--- src/rtl/rgb_pkg.sv ---
// Shared constants and types for the RGB channel reassembly block.
package rgb_pkg;

    localparam int W_DEFAULT = 10;

    localparam logic [1:0] CH_R    = 2'd0;
    localparam logic [1:0] CH_G    = 2'd1;
    localparam logic [1:0] CH_B    = 2'd2;
    localparam logic [1:0] CH_SYNC = 2'd3;

    // One bit per colour channel currently held: bit0=R, bit1=G, bit2=B.
    typedef logic [2:0] chan_mask_t;

endpackage

--- src/rtl/rgb_assemble_if.sv ---
// Beat input and pixel output bundle of rgb_assemble.
// slave: the reassembler; master: the beat source / pixel consumer.
interface rgb_assemble_if #(
    parameter int W = rgb_pkg::W_DEFAULT
);
    logic         in_valid;
    logic         in_ready;
    logic [W-1:0] value;
    logic [1:0]   index;
    logic         out_valid;
    logic         out_ready;
    logic [W-1:0] red;
    logic [W-1:0] green;
    logic [W-1:0] blue;
    logic         sol;
    logic         err;

    modport slave (
        input  in_valid, value, index, out_ready,
        output in_ready, out_valid, red, green, blue, sol, err
    );

    modport master (
        output in_valid, value, index, out_ready,
        input  in_ready, out_valid, red, green, blue, sol, err
    );
endinterface

--- src/rtl/sat_counter.sv ---
// Saturating event counter: counts inc pulses, sticks at all-ones.
module sat_counter #(
    parameter int CNT_W = 8
) (
    input  logic             clk,
    input  logic             rst_n,
    input  logic             inc,
    output logic [CNT_W-1:0] count
);
    logic [CNT_W-1:0] count_q, count_d;

    // Next count: increment unless already saturated.
    always_comb begin
        count_d = count_q;
        if (inc && (count_q != '1))
            count_d = count_q + 1'b1;
    end

    // Count register with synchronous reset.
    always_ff @(posedge clk) begin
        if (!rst_n) count_q <= '0;
        else        count_q <= count_d;
    end

    assign count = count_q;
endmodule

--- src/rtl/rgb_assemble.sv ---
// Rebuilds R/G/B pixel triples from one-channel-per-beat (value, index) beats.
// Index 3 is a SYNC marker that drops any partial pixel.
// Optional macro RGB_ORDER_CHECK_EN: enforce strict R, G, B arrival order.
module rgb_assemble
    import rgb_pkg::*;
#(
    parameter int W     = W_DEFAULT,
    parameter int CNT_W = 8
) (
    input  logic             clk,
    input  logic             rst_n,
    input  logic             ce,
    rgb_assemble_if.slave    bus,
    output logic [CNT_W-1:0] err_cnt
);
    chan_mask_t          mask_q, mask_d, mask_n, bit_sel;
    logic [2:0][W-1:0]   hold_q, hold_d;
    logic [W-1:0]        red_q, red_d, green_q, green_d, blue_q, blue_d;
    logic                out_valid_q, out_valid_d;
    logic                sol_q, sol_d, err_q, err_d;
    logic                accept, xfer;
`ifdef RGB_ORDER_CHECK_EN
    chan_mask_t          exp_sel;
    // Next channel due in strict order; the mask is always an R/RG prefix.
    assign exp_sel = (mask_q == 3'b000) ? 3'b001 :
                     (mask_q == 3'b001) ? 3'b010 : 3'b100;
`endif

    // A new beat fits whenever the output register is empty or draining now.
    assign bus.in_ready = ce & (~out_valid_q | bus.out_ready);
    assign accept       = bus.in_valid & bus.in_ready;
    assign xfer         = out_valid_q & ce & bus.out_ready;
    // SYNC shifts the one out of the 3-bit field, giving an empty select.
    assign bit_sel      = chan_mask_t'(3'b001 << bus.index);

    // Beat decode, channel capture, pixel completion and error/sync pulses.
    always_comb begin
        mask_d      = mask_q;
        mask_n      = mask_q;
        hold_d      = hold_q;
        red_d       = red_q;
        green_d     = green_q;
        blue_d      = blue_q;
        out_valid_d = out_valid_q & ~xfer;
        sol_d       = 1'b0;
        err_d       = 1'b0;
        if (accept) begin
            if (bus.index == CH_SYNC) begin
                sol_d  = 1'b1;
                err_d  = |mask_q;
                mask_n = '0;
            end else begin
`ifdef RGB_ORDER_CHECK_EN
                if (bit_sel != exp_sel) begin
                    // Out-of-order beat: drop the pixel; only an R may restart it.
                    err_d  = 1'b1;
                    mask_n = '0;
                    if (bus.index == CH_R) begin
                        hold_d[0] = bus.value;
                        mask_n    = 3'b001;
                    end
                end else begin
                    for (int c = 0; c < 3; c++)
                        if (bit_sel[c]) hold_d[c] = bus.value;
                    mask_n = mask_q | bit_sel;
                end
`else
                // A repeated channel abandons the old pixel and starts a new one.
                if (|(mask_q & bit_sel)) begin
                    err_d  = 1'b1;
                    mask_n = bit_sel;
                end else begin
                    mask_n = mask_q | bit_sel;
                end
                for (int c = 0; c < 3; c++)
                    if (bit_sel[c]) hold_d[c] = bus.value;
`endif
            end
            if (mask_n == 3'b111) begin
                red_d       = hold_d[0];
                green_d     = hold_d[1];
                blue_d      = hold_d[2];
                out_valid_d = 1'b1;
                mask_n      = '0;
            end
            mask_d = mask_n;
        end
    end

    // State registers; ce freezes everything, pulses drop to 0 while frozen.
    always_ff @(posedge clk) begin
        if (!rst_n) begin
            mask_q      <= '0;
            hold_q      <= '0;
            red_q       <= '0;
            green_q     <= '0;
            blue_q      <= '0;
            out_valid_q <= 1'b0;
            sol_q       <= 1'b0;
            err_q       <= 1'b0;
        end else begin
            sol_q <= sol_d;
            err_q <= err_d;
            if (ce) begin
                mask_q      <= mask_d;
                hold_q      <= hold_d;
                red_q       <= red_d;
                green_q     <= green_d;
                blue_q      <= blue_d;
                out_valid_q <= out_valid_d;
            end
        end
    end

    assign bus.out_valid = out_valid_q & ce;
    assign bus.red       = red_q;
    assign bus.green     = green_q;
    assign bus.blue      = blue_q;
    assign bus.sol       = sol_q;
    assign bus.err       = err_q;

    // err_d is already zero while ce is low, so the count freezes with the rest.
    sat_counter #(.CNT_W(CNT_W)) u_err_cnt (
        .clk   (clk),
        .rst_n (rst_n),
        .inc   (err_d),
        .count (err_cnt)
    );
endmodule

--- src/flat_wrapper.sv ---
// flat-port wrapper written by rule: the top's interface ports become plain ports
module rgb_assemble_flat import rgb_pkg::*;
#(
    parameter int W     = W_DEFAULT,
    parameter int CNT_W = 8
)
  (clk, rst_n, ce, err_cnt, bus_in_valid, bus_value, bus_index, bus_out_ready, bus_in_ready, bus_out_valid, bus_red, bus_green, bus_blue, bus_sol, bus_err);
  rgb_assemble_if #(.W(W)) bus_i ();
  input  logic clk;
  input  logic rst_n;
  input  logic ce;
  output logic [CNT_W-1:0] err_cnt;
  input wire logic [$bits(bus_i.in_valid)-1:0] bus_in_valid;
  input wire logic [$bits(bus_i.value)-1:0] bus_value;
  input wire logic [$bits(bus_i.index)-1:0] bus_index;
  input wire logic [$bits(bus_i.out_ready)-1:0] bus_out_ready;
  output wire logic [$bits(bus_i.in_ready)-1:0] bus_in_ready;
  output wire logic [$bits(bus_i.out_valid)-1:0] bus_out_valid;
  output wire logic [$bits(bus_i.red)-1:0] bus_red;
  output wire logic [$bits(bus_i.green)-1:0] bus_green;
  output wire logic [$bits(bus_i.blue)-1:0] bus_blue;
  output wire logic [$bits(bus_i.sol)-1:0] bus_sol;
  output wire logic [$bits(bus_i.err)-1:0] bus_err;
  assign bus_i.in_valid = bus_in_valid;
  assign bus_i.value = bus_value;
  assign bus_i.index = bus_index;
  assign bus_i.out_ready = bus_out_ready;
  assign bus_in_ready = bus_i.in_ready;
  assign bus_out_valid = bus_i.out_valid;
  assign bus_red = bus_i.red;
  assign bus_green = bus_i.green;
  assign bus_blue = bus_i.blue;
  assign bus_sol = bus_i.sol;
  assign bus_err = bus_i.err;
  rgb_assemble #(.W(W), .CNT_W(CNT_W)) u_core (.clk(clk), .rst_n(rst_n), .ce(ce), .bus(bus_i), .err_cnt(err_cnt));
endmodule
--- config.mk ---
export PLATFORM = sky130hd
export DESIGN_NAME = rgb_assemble_flat
export DESIGN_NICKNAME = d
export VERILOG_FILES = /design/src/rtl/rgb_pkg.sv /design/src/rtl/rgb_assemble_if.sv /design/src/rtl/sat_counter.sv /design/src/rtl/rgb_assemble.sv /design/src/flat_wrapper.sv
export SDC_FILE = /design/constraint.sdc
export NUM_CORES = 1
export LEC_CHECK = 0
export BUFFER_PORTS_ARGS = -buffer_cell sky130_fd_sc_hd__buf_4
export CORE_MARGIN = 2
export CORE_UTILIZATION = 55
export CTS_CLUSTER_DIAMETER = 120
export CTS_CLUSTER_SIZE = 14
export DETAILED_ROUTE_END_ITERATION = 8
export GPL_ROUTABILITY_DRIVEN = 0
export HOLD_SLACK_MARGIN = 0.06
export PLACE_DENSITY = 0.78
export REMOVE_ABC_BUFFERS = 1
export SETUP_SLACK_MARGIN = 0.3
export SLEW_MARGIN = 10
export SYNTH_ARGS = -nofsm -noshare
export SYNTH_HDL_FRONTEND = slang
export SYNTH_SLANG_ARGS = --single-unit
--- constraint.sdc ---
create_clock -name clk -period 4.2 [get_ports clk]
set_input_delay 0.84 -clock clk [delete_from_list [all_inputs] [get_ports clk]]
set_output_delay 0.84 -clock clk [all_outputs]
set_load 0.01 [all_outputs]
==> reports/results.tsv <==
stage	metric	value	unit
synthesis	synth-warning-count	0	
clock_network	tritoncts.num_buffers	9	
worst_hold_path	hp-class	register to register	
flow_run	max-cap-violations	0	
floorplanning	chipWidth	83.00	um
pwr	cell_internal_pwr	1.072	mW
global_routing	grt.overflow.total	0	
clock_network	cts.path.max_buffers	2	
global_routing	first_global_vias	2723	
synthesis	ys.flop_type	sky130_fd_sc_hd__dfxtp_1	
global_routing	grt_first_pass_wirelength	13220	um
pwr	netSwitchingFraction	24.92	%
floorplanning	initial_core_util	57.29	%
sta	max_clock_freq	408.2	MHz
route	wire_per_inst	15.27	um
sta	finalCritPeriodShare	58.32	%
floorplanning	fp.dieArea	6888	um2
route	ant_nets	0	
route	dr.pass1.iters	4	
place	port_buffers	58	
route	dr_total_vias	3003	
sta	setup-tns-final	0	ns
sta	crit_path_time_final	2.449	ns
floorplanning	placement_rows	28	
worst_setup_path	critical_path.startpoint_type	input port	
sta	worst_pin_slew	0.7573	ns
global_routing	grt_use_total	23.44	%
synthesis	synth-edff-count	0	
global_routing	initial_antenna_violation_count	0	
sta	final-hold-violation-count	0	
pwr	power.share.sequential	50.8	%
pwr	cellPowerDensity	353.9	nW/um2
clock_network	cts.reportedPaths.clkPinSlew	0.08	ns
synthesis	yosys.area.top_type_share	43.16	%
place	dp_hpwl	5017	um
sta	finalSetupViolCount	0	
pwr	power.net_switching	0.3559	mW
final_layout	post_layout_instance_count_excluding_filler_cells	520	
pwr	vdd_ir_drop_max	0.2102	mV
clock_network	root_buf_cell	sky130_fd_sc_hd__clkbuf_8	
synthesis	yosys_register_bits	74	
pwr	leakage	1.467	nW
sta	maxSlewViolCount	0	
sta	setup_repair_after_global_routing_missed_its_margin	false	
sta	finalClockSkew	0.01135	ns
synthesis	synth-seq-area-share	43.16	%
worst_setup_path	critical_path.endpoint_type	register	
place	numPlacedInstances	504	
final_layout	antennaDiodeCount	0	
synthesis	post_synth.cell_area_avg	8.580	um2
floorplanning	die_height	83.00	um
clock_network	post_cts_buffers	0	
final_layout	final_core_utilization	67.36	%
pwr	power.share.clock	39.9	%
clock_network	post_cts_resize_count	0	
clock_network	cts_tree	yes	
clock_network	clock-sinks	74	
synthesis	postSynthCellCount	400	
clock_network	worst_skew_pair.late_latency	0.35	ns
synthesis	yosys.area.top_type	sky130_fd_sc_hd__dfxtp_1	
worst_setup_path	critical_path_arrival	2.75	ns
synthesis	synthDistinctLibCells	37	
pwr	pwr-share-comb	9.2	%
synthesis	synth_top_cells_by_area	sky130_fd_sc_hd__dfxtp_1 43%, sky130_fd_sc_hd__nand2_1 12%, sky130_fd_sc_hd__o221a_2 5.9%, sky130_fd_sc_hd__mux2i_1 5.5%, sky130_fd_sc_hd__nand3_1 5.1%	
route	drt_iter0_markers	234	
route	routed_wl	7942	um
clock_network	htree_num_levels	3	
global_routing	grt_start_max_net_pins	84	
final_layout	nNetsFinal	458	
final_layout	drive_gt1_share	23.15	%
final_layout	fillCellCount	494	
synthesis	synth_area	3432	um2
route	vias_per_cell	5.775	
worst_setup_path	crit_path_max_fanout	31	
final_layout	flow.area_growth_from_synthesis	17.57	%
floorplanning	ioPinCount	59	
clock_network	cts_hold_buf	0	
synthesis	postSynth.asyncResetShare	0	%
outcome	status	finished, final reports clean	
worst_setup_path	critPathRequiredTime	4.50	ns
route	route.detailed.drc	0	
worst_setup_path	path_class	input port to register	
floorplanning	core_outline_area	5991	um2
sta	timing.max_slew.rel_slack	49.24	%
-- layer usage --
layer / wire (um) / GRT usage [%]
met1: 3638 / 31.31
met2: 3701 / 36.29
met3: 451 / 4.473
met4: 150 / 11.62
met5: 0 / 0
-- placed cells by master (no fill, tap or decap), types with 12 or more instances in the layout --
cell                       Yosys  routed
sky130_fd_sc_hd__nand2_1     106     106
sky130_fd_sc_hd__o221a_2      18      18
sky130_fd_sc_hd__buf_4         4      63
sky130_fd_sc_hd__dfxtp_1      74      74
sky130_fd_sc_hd__nand2b_1     12      12
sky130_fd_sc_hd__nand3_1      35      35
sky130_fd_sc_hd__a21boi_0     21      21
sky130_fd_sc_hd__o21ai_0      12      12
sky130_fd_sc_hd__mux2i_1      19      19
sky130_fd_sc_hd__nor2b_1      14      14
-- cell usage after synthesis, types with 4 or more instances --
master and instances:
sky130_fd_sc_hd__o221a_2 18, sky130_fd_sc_hd__buf_4 4, sky130_fd_sc_hd__nand2_1 106, sky130_fd_sc_hd__buf_2 4, sky130_fd_sc_hd__o21ai_0 12, sky130_fd_sc_hd__nor2_1 6
sky130_fd_sc_hd__o221a_1 11, sky130_fd_sc_hd__nand2b_1 12, sky130_fd_sc_hd__o21a_1 4, sky130_fd_sc_hd__clkbuf_1 22, sky130_fd_sc_hd__mux2i_1 19, sky130_fd_sc_hd__nor4_1 5
sky130_fd_sc_hd__dfxtp_1 74, sky130_fd_sc_hd__a21boi_0 21, sky130_fd_sc_hd__nor2b_1 14, sky130_fd_sc_hd__nand3_1 35
-- state kept, by name (all words and copies together), names as in the netlist --
name / cells
u_core.bus.blue: 10
u_core.bus.green: 10
u_core.u_err_cnt.count: 8
u_core.bus.sol: 1
u_core.bus.red: 10
u_core.hold_q: 30
u_core.bus.err: 1
u_core.out_valid_q: 1
u_core.mask_q: 3
-- critical path, cell delays in order --
cell                       delay (ns)
sky130_fd_sc_hd__buf_4           0.18
sky130_fd_sc_hd__nand2b_1        0.39
sky130_fd_sc_hd__nor3_1          0.41
sky130_fd_sc_hd__o21a_2          0.61
sky130_fd_sc_hd__o221a_2         0.29
-- cell families (layout without fill, tap and decap cells) --
logic type	Yosys count	count (layout)	share of synthesized area [%]
DFF	74	74	43.16
and+or+nand+nor	194	194	26.36
AOI/OAI and AO/OA	78	78	19.61
muxes	19	19	5.541
adders and majority gates	1	1	0.3645
buffers and inverters	34	79	4.958
-- power groups by stage --
stage / logic (mW) / registers [mW] / clock network (mW)
5_1_grt: 0.146 / 0.728 / 0.607
3_5_place_dp: 0.131 / 0.742 / 0
3_3_place_gp: 0.128 / 0.742 / 0
2_1_floorplan: 0.0685 / 0.740 / 0
6_report: 0.132 / 0.726 / 0.570
4_1_cts: 0.131 / 0.726 / 0.577
-- through the flow --
stage / setup slack [ns] / hold slack [ns] / total power, mW / instance area [um2]
floorplan: 1.415 / 0.4437 / 0.8090 / 3262
global placement: 1.466 / 0.4499 / 0.8698 / 3831
detailed placement: 1.386 / 0.4586 / 0.8725 / 3831
CTS: 1.749 / 0.4690 / 1.434 / 4035
global route: 1.577 / 0.4892 / 1.481 / 4035
finish: 1.751 / 0.4664 / 1.428 / 4035
-- final cells by class --
class / count / area [um2] / share of cell area [%]
multi-input cells: 292 / 1783 / 44.19
flip-flops and latches: 74 / 1481 / 36.71
repair buffers: 63 / 473.0 / 11.72
clock buffers: 12 / 155.1 / 3.845
well taps: 75 / 93.84 / 2.326
clock inverters: 4 / 48.80 / 1.209
-- worst paths after layout --
| check | from | endpoint | slack [ns] | depth (start not counted) |
|---|---|---|---|---|
| max | bus_index[0] | u_core.bus.green[8] | 1.75 | 5 |
| min | u_core.bus.red[3] | u_core.bus.red[3] | 0.47 | 2 |
| max reg2reg | u_core.out_valid_q | u_core.bus.green[8] | 2.18 | 5 |
| min reg2reg | u_core.bus.red[3] | u_core.bus.red[3] | 0.47 | 2 |
(Power assumes the default switching activity.)
